[config.mk]
export PLATFORM = sky130hd
export DESIGN_NAME = regfile_wb_arbiter
export DESIGN_NICKNAME = d
export VERILOG_FILES = /design/src/rtl/regfile_wb_arbiter.sv
export SDC_FILE = /design/constraint.sdc
export NUM_CORES = 1
export LEC_CHECK = 0
export CAP_MARGIN = 20
export CORE_ASPECT_RATIO = 0.5
export CORE_MARGIN = 5
export CORE_UTILIZATION = 45
export CTS_CLUSTER_SIZE = 14
export DETAILED_ROUTE_END_ITERATION = 8
export PLACE_DENSITY = 0.87
export SLEW_MARGIN = 0
export SYNTH_ARGS = -nofsm -noshare
export SYNTH_HDL_FRONTEND = slang
export SYNTH_SLANG_ARGS = --single-unit
export TNS_END_PERCENT = 5
[constraint.sdc]
create_clock -name clk -period 10 [get_ports clk]
set_input_delay 2.5 -clock clk [delete_from_list [all_inputs] [get_ports clk]]
set_output_delay 2.5 -clock clk [all_outputs]
set_load 0.01 [all_outputs]
[src/rtl/regfile_wb_arbiter.sv]
// Round-robin arbiter sharing the register-file write port between N_REQ writeback sources.
// It also keeps a per-register busy scoreboard that issue checks before reserving a destination.
module regfile_wb_arbiter #(
  parameter int N_REQ  = 3,
  parameter int ADDR_W = 5,
  parameter int DATA_W = 32
) (
  input  logic                      clk,
  input  logic                      rst,
  input  logic [N_REQ-1:0]          req_valid,
  input  logic [N_REQ*ADDR_W-1:0]   req_addr,
  input  logic [N_REQ*DATA_W-1:0]   req_data,
  output logic [N_REQ-1:0]          req_ready,
  input  logic                      rsv_en,
  input  logic [ADDR_W-1:0]         rsv_add,
  output logic                      rsv_stall,
  output logic [2**ADDR_W-1:0]      busy,
  output logic                      w_en,
  output logic [ADDR_W-1:0]         w_add,
  output logic [DATA_W-1:0]         w_data
);

  localparam int PTR_W = (N_REQ > 1) ? $clog2(N_REQ) : 1;
  localparam int N_REG = 2**ADDR_W;
  localparam logic [PTR_W-1:0] LAST_IDX = PTR_W'(N_REQ - 1);

  logic [PTR_W-1:0]  ptr_q, ptr_d;
  logic [N_REG-1:0]  busy_q, busy_d;
  logic              w_en_q, w_en_d;
  logic [ADDR_W-1:0] w_add_q, w_add_d;
  logic [DATA_W-1:0] w_data_q, w_data_d;

  logic              hi_any;
  logic [N_REQ-1:0]  grant;
  logic [PTR_W-1:0]  win_idx;
  logic [ADDR_W-1:0] win_addr;
  logic [DATA_W-1:0] win_data;
  logic              xfer;
  logic              clr_en;
  logic              set_en;

  // Prefer the lowest valid index at or above ptr; if none, wrap to the lowest valid overall.
  always_comb begin
    hi_any = 1'b0;
    for (int i = 0; i < N_REQ; i++) begin
      if (req_valid[i] && (ptr_q <= PTR_W'(i))) hi_any = 1'b1;
    end
    grant    = '0;
    win_idx  = '0;
    win_addr = '0;
    win_data = '0;
    for (int i = N_REQ - 1; i >= 0; i--) begin
      if (req_valid[i] && (!hi_any || (ptr_q <= PTR_W'(i)))) begin
        grant    = '0;
        grant[i] = 1'b1;
        win_idx  = PTR_W'(i);
        win_addr = req_addr[i*ADDR_W +: ADDR_W];
        win_data = req_data[i*DATA_W +: DATA_W];
      end
    end
  end

  assign xfer   = |grant;
  assign clr_en = xfer && (win_addr != '0);

  // A same-cycle retirement of the reserved register frees it, so the reservation goes through.
  always_comb begin
    rsv_stall = rsv_en && busy_q[rsv_add] && !(clr_en && (win_addr == rsv_add));
    set_en    = rsv_en && (rsv_add != '0) && !rsv_stall;
    busy_d    = busy_q;
    if (clr_en) busy_d[win_addr] = 1'b0;
    if (set_en) busy_d[rsv_add]  = 1'b1;
    busy_d[0] = 1'b0;
  end

  always_comb begin
    ptr_d    = ptr_q;
    w_en_d   = clr_en;
    w_add_d  = w_add_q;
    w_data_d = w_data_q;
    if (xfer) ptr_d = (win_idx == LAST_IDX) ? '0 : win_idx + 1'b1;
    if (clr_en) begin
      w_add_d  = win_addr;
      w_data_d = win_data;
    end
  end

  always_ff @(posedge clk or negedge rst) begin
    if (!rst) begin
      ptr_q    <= '0;
      busy_q   <= '0;
      w_en_q   <= 1'b0;
      w_add_q  <= '0;
      w_data_q <= '0;
    end else begin
      ptr_q    <= ptr_d;
      busy_q   <= busy_d;
      w_en_q   <= w_en_d;
      w_add_q  <= w_add_d;
      w_data_q <= w_data_d;
    end
  end

  assign req_ready = grant;
  assign busy      = busy_q;
  assign w_en      = w_en_q;
  assign w_add     = w_add_q;
  assign w_data    = w_data_q;

endmodule

==> impl_metrics.ini <==
[clock_network]
post-cts-setup-buffer-count = 0
cts_buffer_depth = 2
holdBufCountCts = 0
htreeDepth = 3
numClockSinks = 71
cts_tree = built
cts_buffers = 9
insertion_delay_ns = 0.33
root_buffer = clkbuf_16
cts_resized = 0
clk_pin_slew_ns = 0.05

[setup_path]
slowest_delay_ns = 0.83
slowest_stage = clkdlybuf4s50_1
cp_common_cell = clkdlybuf4s50_1
start_kind = primary input
critPathMaxFanout = 17
critPathKind = in2out
arrival_ns = 6.09
cp-end-kind = output pin
critPathRequiredTime_ns = 7.50
crit_chain = clkdlybuf4s50_1 > a21oi_1 > o211ai_1 > inv_1 > a222oi_1 > buf_4 > nand2b_1 > or4_2 > a41oi_1 > clkdlybuf4s50_1
r2r_cells = 9

[power_and_ir_drop]
p_leak_nw = 2.53
swShare = 0.365
clkPwrFrac = 0.202
p_comb_frac = 0.478
peakVddDrop_mv = 0.126
p_int_mw = 1.00
p_sw_mw = 0.577
seqPwrFrac = 0.320
cellPowerDensity_nw_per_um2 = 244

[synth]
synth.area.top_cells = dfrtp_1 (42%), a222oi_1 (7.9%), nor2_1 (5.1%), nand3_1 (4.6%), a21oi_1 (4.4%)
yosysMostFrequentCell = dfrtp_1
synth_top_area_share = 0.423
avgSynthCellArea_um2 = 8.80
synth-main-ff-cell = dfrtp_1
yosysWarnings = 0
async_flop_share = 1.00
synthCells = 478
ys_types = 51
synth-seq-cells = 71
synth_top_area_cell = dfrtp_1
synth_fp_nets = 600
netlist_area_um2 = 4200
synth_edf_count = 0
ys_seq_area_frac = 0.423
ys_top_cells_by_count = dfrtp_1 (71), nor2_1 (57), nand2_1 (48), nand3_1 (39), a21oi_1 (37)

[cells_and_area]
drive_gt1_frac = 0.0765
fin_util = 0.725
num-nets-final = 771
syn2layout_area_growth_pct = 53.9
diodes = 0

[min_path]
min_path_type = reg2reg
whs_path_depth = 1

[routing]
drt_wl_total_um = 14900
drc = 0
ant_nets = 0
first_pass_iters = 6
drtIter0Drc = 737
routedWlPerCell_um = 19.3
avgViaCountPerCell = 6.18
vias = 4768

[timing]
fin_worst_skew_ns = 0.00841
relSlewSlack = 0.318
drv_slew = 0
setup_viol = 0
fmax_mhz = 116
tightestPinTransition_ns = 1.02
hold_violations = 0
rsz0062_at_grt = false
setup_ws_ns = 1.41
fin_crit_ns = 8.59
min_period_over_period = 0.859
fin_setup_tns_ns = 0

[grt]
first_global_vias = 4735
grt_usage = 0.256
antenna_found_initial = 0
grt_pass1_wl_um = 23900
grt_max_degree = 72
grt_overflow = 0

[job]
maxCapViolCount = 0

[floorplanning]
row_count = 24
fp.dieArea_um2 = 11500
fp.dieW_um = 147
die_h_um = 78.3
start_util = 0.471
top_level_ports = 196
core_area_um2 = 8920

[placed_design]
place_worst_setup_slack_ns = 1.54
hpwlAfterDp_um = 10800
gp_congestion = 0.906
port_buffers = 194

[outcome]
status = finished clean
layout by cell type, fill, tap and decap left out, types with 4 or more instances in the layout:
cell             instances
a222oi_1                33
a21o_1                   5
nand3_1                 39
mux4_2                   7
nor2_1                  57
o311ai_1                15
or2_2                    6
a21oi_1                 37
o21ai_0                 35
nand2_1                 48
nor3_1                   4
nand2b_1                 8
nand4_1                 16
nor3b_1                  4
clkdlybuf4s50_1        193
clkbuf_16                9
buf_4                    9
dfrtp_1                 71
final cells by class:
type	instances	area [um2]
inverter	4	15.0
timing repair buffer	204	2020
clock inverter	6	60.1
fill	702	2450
multi-input combinational	359	2220
clock buffer	10	239
tap	117	146
sequential	71	1780
flip-flops by register name, indices dropped and copies added (netlist names):
name / count
w_en: 1
w_data: 32
ptr_q: 2
busy: 31
w_add: 5
critical path, delay by kind of cell:
family / cells / cell delay, ns
buffers and inverters: 4 / 1.82
AO/OA/AOI/OAI: 4 / 0.98
AND/OR/NAND/NOR: 2 / 0.79
power groups by stage:
stage	clock network, mW	registers [mW]	logic, mW
3_3_place_gp	0	0.504	0.736
2_1_floorplan	0	0.543	0.298
6_report	0.319	0.505	0.756
4_1_cts	0.326	0.502	0.756
5_1_grt	0.340	0.520	0.806
3_5_place_dp	0	0.506	0.751
layer usage:
layer	wire length (um)	global-route usage	vias up	part of all wire
met5	0	0	-	0
met4	329	0.0994	0	0.022
met3	1560	0.0783	37	0.10
met2	7310	0.442	309	0.49
met1	5690	0.304	2245	0.38
li1	-	-	2177	-
kinds of logic (layout without fill, tap and decap cells):
logic type / count (synthesis) / in the layout / share of synthesized area
muxes: 8 / 8 / 0.0399
DFF: 71 / 71 / 0.423
xor gates and xnor gates: 3 / 3 / 0.00804
other: 1 / 1 / 0.000892
AOI/OAI and AO/OA: 148 / 148 / 0.249
buffers and inverters: 48 / 224 / 0.0512
and+or+nand+nor: 199 / 199 / 0.228
stage by stage:
stage                     power (mW)  instance area, um2  hold WS [ns]  cells
after detailed placement        1.26                6170         0.467    755
final                           1.58                6470         0.479    771
after CTS                       1.58                6470         0.484    771
after floorplan                0.841                4200         0.518    478
after global placement          1.24                6160         0.465    754
after global routing            1.67                6470         0.494    771
path summary, 6_finish.rpt:
check	endpoint	slack (ns)	from
min in group asynchronous	w_data[26]$_DFFE_PN0N_	2.38	rst
worst max register to register	w_data[21]$_DFFE_PN0N_	6.72	ptr_q[1]$_DFFE_PN0P_
worst min register to register	w_add[2]$_DFFE_PN0N_	0.48	w_add[2]$_DFFE_PN0N_
worst max-delay path	rsv_stall	1.41	req_valid[0]
max in group asynchronous	ptr_q[1]$_DFFE_PN0P_	7.04	rst
worst min-delay path	w_add[2]$_DFFE_PN0N_	0.48	w_add[2]$_DFFE_PN0N_
Power figures use the tool's default switching activity.
